<file path="src/rtl/instruction_fetch_unit.sv">
// Instruction-fetch stage: owns the PC, talks to instruction memory and fills the IF/ID register.
// Absorbs hazard stalls and branch redirects, including redirects that land on an in-flight access.
module instruction_fetch_unit #(
   parameter logic [31:0] RESET_PC = 32'h00000000,
   parameter logic [31:0] NOP      = 32'h00000013
) (
   input  logic        CLK,
   input  logic        RESET,
   input  logic        STALL,
   input  logic        BRANCH_TAKEN,
   input  logic [31:0] BRANCH_TARGET,
   output logic [31:0] IMEM_ADDRESS,
   output logic        IMEM_READ,
   input  logic        IMEM_BUSYWAIT,
   input  logic [31:0] IMEM_READDATA,
   output logic [31:0] INSTRUCTION,
   output logic [31:0] INST_PC,
   output logic [31:0] PC_PLUS4,
   output logic        VALID
);

   typedef enum logic [1:0] {FETCH, HOLD, DISCARD} state_t;

   state_t      state;
   logic [31:0] pc;
   logic [31:0] target_pc;
   logic [31:0] buf_word;
   logic        done;

   // Memory handshake depends only on state and PC so the address cannot wobble mid-access.
   assign IMEM_READ    = RESET && (state != HOLD);
   assign IMEM_ADDRESS = pc;
   assign done         = IMEM_READ && !IMEM_BUSYWAIT;
   assign PC_PLUS4     = INST_PC + 32'd4;

   // Redirect beats stall beats normal fetch; a redirect during a pending access parks the
   // target until the memory finishes so the address stays stable.
   always_ff @(posedge CLK or negedge RESET) begin
      if (!RESET) begin
         state       <= FETCH;
         pc          <= RESET_PC;
         target_pc   <= '0;
         buf_word    <= '0;
         INSTRUCTION <= NOP;
         INST_PC     <= '0;
         VALID       <= 1'b0;
      end else if (BRANCH_TAKEN) begin
         INSTRUCTION <= NOP;
         VALID       <= 1'b0;
         buf_word    <= '0;
         if (IMEM_READ && IMEM_BUSYWAIT) begin
            target_pc <= BRANCH_TARGET;
            state     <= DISCARD;
         end else begin
            pc    <= BRANCH_TARGET;
            state <= FETCH;
         end
      end else begin
         case (state)
            FETCH: begin
               if (done) begin
                  pc <= pc + 32'd4;
                  if (!STALL) begin
                     INSTRUCTION <= IMEM_READDATA;
                     INST_PC     <= pc;
                     VALID       <= 1'b1;
                  end else begin
                     buf_word <= IMEM_READDATA;
                     state    <= HOLD;
                  end
               end else if (!STALL) begin
                  INSTRUCTION <= NOP;
                  VALID       <= 1'b0;
               end
            end
            HOLD: begin
               if (!STALL) begin
                  INSTRUCTION <= buf_word;
                  INST_PC     <= pc - 32'd4;
                  VALID       <= 1'b1;
                  state       <= FETCH;
               end
            end
            DISCARD: begin
               if (done) begin
                  pc    <= target_pc;
                  state <= FETCH;
               end
            end
            default: state <= FETCH;
         endcase
      end
   end

endmodule

</file>
<file path="config.mk">
export PLATFORM = sky130hd
export DESIGN_NAME = instruction_fetch_unit
export DESIGN_NICKNAME = d
export VERILOG_FILES = /design/src/rtl/instruction_fetch_unit.sv
export SDC_FILE = /design/constraint.sdc
export NUM_CORES = 1
export LEC_CHECK = 0
export BUFFER_PORTS_ARGS = -buffer_cell sky130_fd_sc_hd__buf_2
export CAP_MARGIN = 20
export CORE_MARGIN = 2
export CORE_UTILIZATION = 40
export CTS_BUF_LIST = sky130_fd_sc_hd__clkbuf_8 sky130_fd_sc_hd__clkbuf_16
export DETAILED_ROUTE_END_ITERATION = 10
export GPL_ROUTABILITY_DRIVEN = 1
export SETUP_SLACK_MARGIN = 0.5
export SYNTH_ARGS = -nofsm -noshare
export SYNTH_HDL_FRONTEND = slang
export SYNTH_SLANG_ARGS = --single-unit
</file>
<file path="constraint.sdc">
create_clock -name CLK -period 2.27 [get_ports CLK]
set_clock_uncertainty 0.1 [all_clocks]
set_input_delay 0.454 -clock CLK [delete_from_list [all_inputs] [get_ports CLK]]
set_output_delay 0.454 -clock CLK [all_outputs]
set_load 0.1 [all_outputs]
</file>
After elaboration in Yosys (flattened, before gate mapping). Cells that the tools add are included.

Flip-flop bits (word level): 163. Latch bits: 0. Memory bits (writable): 0. Memory bits (read-only): 0. Input port bits: 69. Memories kept: 0.

Add/sub/neg operators: 3. Multipliers: 0. Div/mod/pow operators: 0. Order comparisons: 0. Equal/unequal tests: 13. Shifts and indexed selects: 0. Multiplexer cells: 31. Bitwise logic cells: 1. Reduce and logical (&&, ||, !) cells: 18.

Operators with widths (count): 2-to-1 mux 32 bit (16); case mux 32 bit (2 select lines) (3); adder 32 x 3 -> 32 bit (second input constant) (2); subtractor 32 x 3 -> 32 bit (second input constant) (1); != test 3 bit (second input constant) (5); 2-to-1 mux 2 bit (6); != test 2 bit (second input constant) (4); AND reduction 4 bit (2); nonzero test 2 bit (4); case mux 2 bit (3 select lines) (1); AND reduction 3 bit (2); nonzero test 3 bit (2); AND reduction 5 bit (1); 2-to-1 mux 1 bit (4); != test 4 bit (second input constant) (1); AND reduction 2 bit (2); logical AND 1 bit (3); equality test 2 x 1 -> 1 bit (second input constant) (1); equality test 2 bit (second input constant) (1); logical NOT 2 bit (1); != test 2 x 1 -> 1 bit (second input constant) (1); case mux 1 bit (2 select lines) (1); logical NOT 1 bit (1); inverter 1 bit (1).

Depth between registers and ports, before layout.
Depth after elaboration: 6. Mapped depth: 9. Mapped depth without buffers: 6.

Worst setup path after synthesis. OpenSTA, ideal clock, no wires.

Path type: register -> output. Start point: reg INST_PC[4]. End point: out PC_PLUS4[25]. Arrival time: 3.681 ns. Setup slack: -1.965 ns. Stages on the path, launching flop included: 6. Buffers on the path: 1. Cell sequence: dfrtp_1 > and4_1 > clkbuf_1 > nand3_1 > or3_1 > xnor2_1.

Cells in the longest elaborated chain, start to end: 1.

RTL lines: from (decl) (RTL line 17) `output logic [31:0] INST_PC,`; from (signal assigned) (RTL line 65) `INST_PC <= pc;`; from (signal assigned) (RTL line 79) `INST_PC <= pc - 32'd4;`; adder 32 x 3 -> 32 bit (RTL line 34) `assign PC_PLUS4 = INST_PC + 32'd4;`; to (decl) (RTL line 18) `output logic [31:0] PC_PLUS4,`.

Every way passes these cells.

Worst setup path after layout.
Start point: reg INST_PC[7]. End point: out PC_PLUS4[22].

Same word-level chain as after synthesis.

==> flow_metrics.env <==
export IMPL_finalMaxSlewViolations=0
export IMPL_hpwl_um=18800
export IMPL_core_um2=21600
export IMPL_synth_top_cell_by_area="dfrtp_1"
export IMPL_max_slew_worst_pin_slew_ps=740
export IMPL_die_y_um=152
export IMPL_slowest_stage="dfrtp_4"
export IMPL_antenna_found_initial=4
export IMPL_period_minus_slack_ps=2780
export IMPL_chipWidth_um=152
export IMPL_rows=54
export IMPL_place_area_um2=12000
export IMPL_grt_pass1_wl_um=47700
export IMPL_io_pins=199
export IMPL_startpoint_type="register"
export IMPL_drtIter0Drc=519
export IMPL_required_ps=1720
export IMPL_setup_ws_ps=-511
export IMPL_timing_rr_start="IMEM_ADDRESS[10]"
export IMPL_syn2layout_area_growth_pct=83.5
export IMPL_syn_avg_cell_area_um2=9.52
export IMPL_status="complete, but fails checks"
export IMPL_syn_area_um2=8740
export IMPL_slowest_delay_ps=420
export IMPL_violations="setup timing"
export IMPL_place_port_buffers=198
export IMPL_setup_viol=31
export IMPL_synth_most_common_cell="dfrtp_1"
export IMPL_seq_area_frac_synth=0.467
export IMPL_crit_fanout=4
export IMPL_async_flop_share=1.00
export IMPL_fmax_mhz=360
export IMPL_floorplan_initialDensity=0.404
export IMPL_globalplace_congestion=0.881
export IMPL_drc=0
export IMPL_relSlewSlack=0.507
export IMPL_leakagePower_nw=7.08
export IMPL_min_path_type="primary input to asynchronous set/reset pin"
export IMPL_synth_flop_cell="dfrtp_1"
export IMPL_period_share=1.23
export IMPL_holdWs_ps=63.8
export IMPL_synth_nets=990
export IMPL_grt_max_degree=134
export IMPL_rsz0062_at_grt="true"
export IMPL_die_area_um2=23100
export IMPL_finalHoldViolCount=0
export IMPL_drtPass1Iterations=5
export IMPL_arrival_ps=2230
export IMPL_drt_wl_total_um=32600
export IMPL_htreeDepth=4
export IMPL_cts_buffers=17
export IMPL_clock_path_buffers=2
export IMPL_clkTransAtPathRegs_ps=70
export IMPL_synth_seq_cells=163
export IMPL_synth_top_cells_by_count="dfrtp_1, nand2_1, o21ai_0"
export IMPL_synth_area_leaders="dfrtp_1, nand2_1, o21ai_0, mux2_2, xnor2_1"
export IMPL_grt_pass1_vias=8777
export IMPL_wl_per_cell_um=20.6
export IMPL_synth_edf_count=0
export IMPL_crit_buf_inv=2
export IMPL_cap_viol_max_count=0
export IMPL_root_buffer="clkbuf_16"
export IMPL_cp_end_kind="output pin"
export IMPL_avgViaCountPerCell=5.66
export IMPL_final_util=0.742
export IMPL_ir_worst_vdd_v=0.000601
export IMPL_vias=8984
export IMPL_clk_latency_ps=440
export IMPL_drt_antenna_violating_nets=0
export IMPL_clkSinkCount=163
export IMPL_cts_tree="done"
export IMPL_crit_start="INST_PC[7]"
export IMPL_crit_chain="and4_4, buf_6, nand3_4, nor3_4, nand3_2, xnor2_4, buf_12"
export IMPL_fin_area_um2=16000
export IMPL_power_total_mw=16.6
export IMPL_finalNetCount=1364
export IMPL_track_usage=0.256
export IMPL_crit_family="simple AND/OR/NAND/NOR gates"
export IMPL_grt_ovfl_total=0
export IMPL_critical_path_class="register to output pin"
export IMPL_synth_cells=918
export IMPL_yosys_warnings=0
export IMPL_synth_cell_types=71
export IMPL_p_per_area_nw_per_um2=1040
export IMPL_final_layout_size_suffix_gt1_frac=0.568
export IMPL_yosysTopAreaCellShare=0.458
[logic make-up after synthesis]
group | Yosys count | share of synthesized area
adder cells (fa/ha/maj) | 3 | 0.00429
buffers and inverters | 84 | 0.0502
multiplexers | 36 | 0.0462
flip-flops | 163 | 0.467
XOR/XNOR | 65 | 0.0651
AO/OA/AOI/OAI | 255 | 0.188
AND/OR/NAND/NOR | 312 | 0.179
[cell type report]
type / instances / area (um^2)
flip-flops and latches: 163 / 4250
multi-input cells: 671 / 5900
repair buffers: 428 / 4880
clock inverters: 15 / 179
inverters: 11 / 48.8
diodes: 2 / 5.00
well taps: 280 / 350
clock buffers: 17 / 425
fillers: 1378 / 5580
[through the flow]
stage                     setup slack, ps  instances  setup TNS [ps]
final                                -511       1587           -7770
after global routing                 -572       1585           -9940
after global placement              -23.3       1417            -122
after floorplan                      -608        918          -13390
after CTS                            -467       1534           -7310
after detailed placement            -80.0       1417            -508
[worst register-to-register path, stage by stage (launching register included)]
cell	delay [ps]
dfrtp_4	480
or4_4	550
or4_4	520
buf_12	180
nor3_4	160
xnor2_1	140
o21ai_1	90
[power breakdown]
| group | internal, mW | switching, mW |
|---|---|---|
| combinational | 3.68 | 6.02 |
| sequential | 3.47 | 0.490 |
| clock | 1.50 | 1.46 |
| total | 8.65 | 7.98 |
[timing repair]
action,in CTS,in global routing
setup endpoints to repair,288,201
gates resized for setup,413,161
buffers inserted,79,46
gates cloned,4,5
hold buffers,2,0
pin swaps,71,104
hold endpoints to repair,11,0
[worst paths after layout]
check                                   end  slack (ps)  cells after the start
setup reg to reg                INST_PC[19]         -60                      6
hold reg to reg             INSTRUCTION[14]         390                      2
min in group CLK               buf_word[17]         160                      2
max in group asynchronous  IMEM_ADDRESS[25]        1130                      3
hold / removal                target_pc[30]          60                      3
setup / recovery               PC_PLUS4[22]        -510                      7
[registers in the layout (all words and copies together) (netlist names)]
name,cells
IMEM_ADDRESS,32
INSTRUCTION,32
INST_PC,32
VALID,1
buf_word,32
state,2
target_pc,32
[placed cells by master (no fill, tap or decap), types with 12 or more instances in the layout]
master     netlist  routed
a21oi_1         40      32
o21ai_1          6      34
nand3_4          0      17
buf_6            2      96
nor2_1          53      32
nor4_4           2      15
xnor2_1         43      21
xnor2_4          0      17
dfrtp_2          0      26
buf_8            0      21
o21ai_0         86      55
nand2_1        119     106
dfrtp_4          0      36
buf_12           0      87
nand4_1         16      16
mux2_4           0      33
buf_2            2      67
xor2_1          22      12
dfrtp_1        160      98
a22oi_1         29      29
buf_4            5     141
nand3_1         39      14
nor2_4           0      16
clkbuf_16        0      22
a22o_1          32      32
[routing by layer]
metal,share of wire,track usage
met2,0.51,0.442
met1,0.38,0.315
met4,0.035,0.0770
met3,0.069,0.0653
met5,0.0012,0
Note: power is estimated with default switching activity, not from simulation.
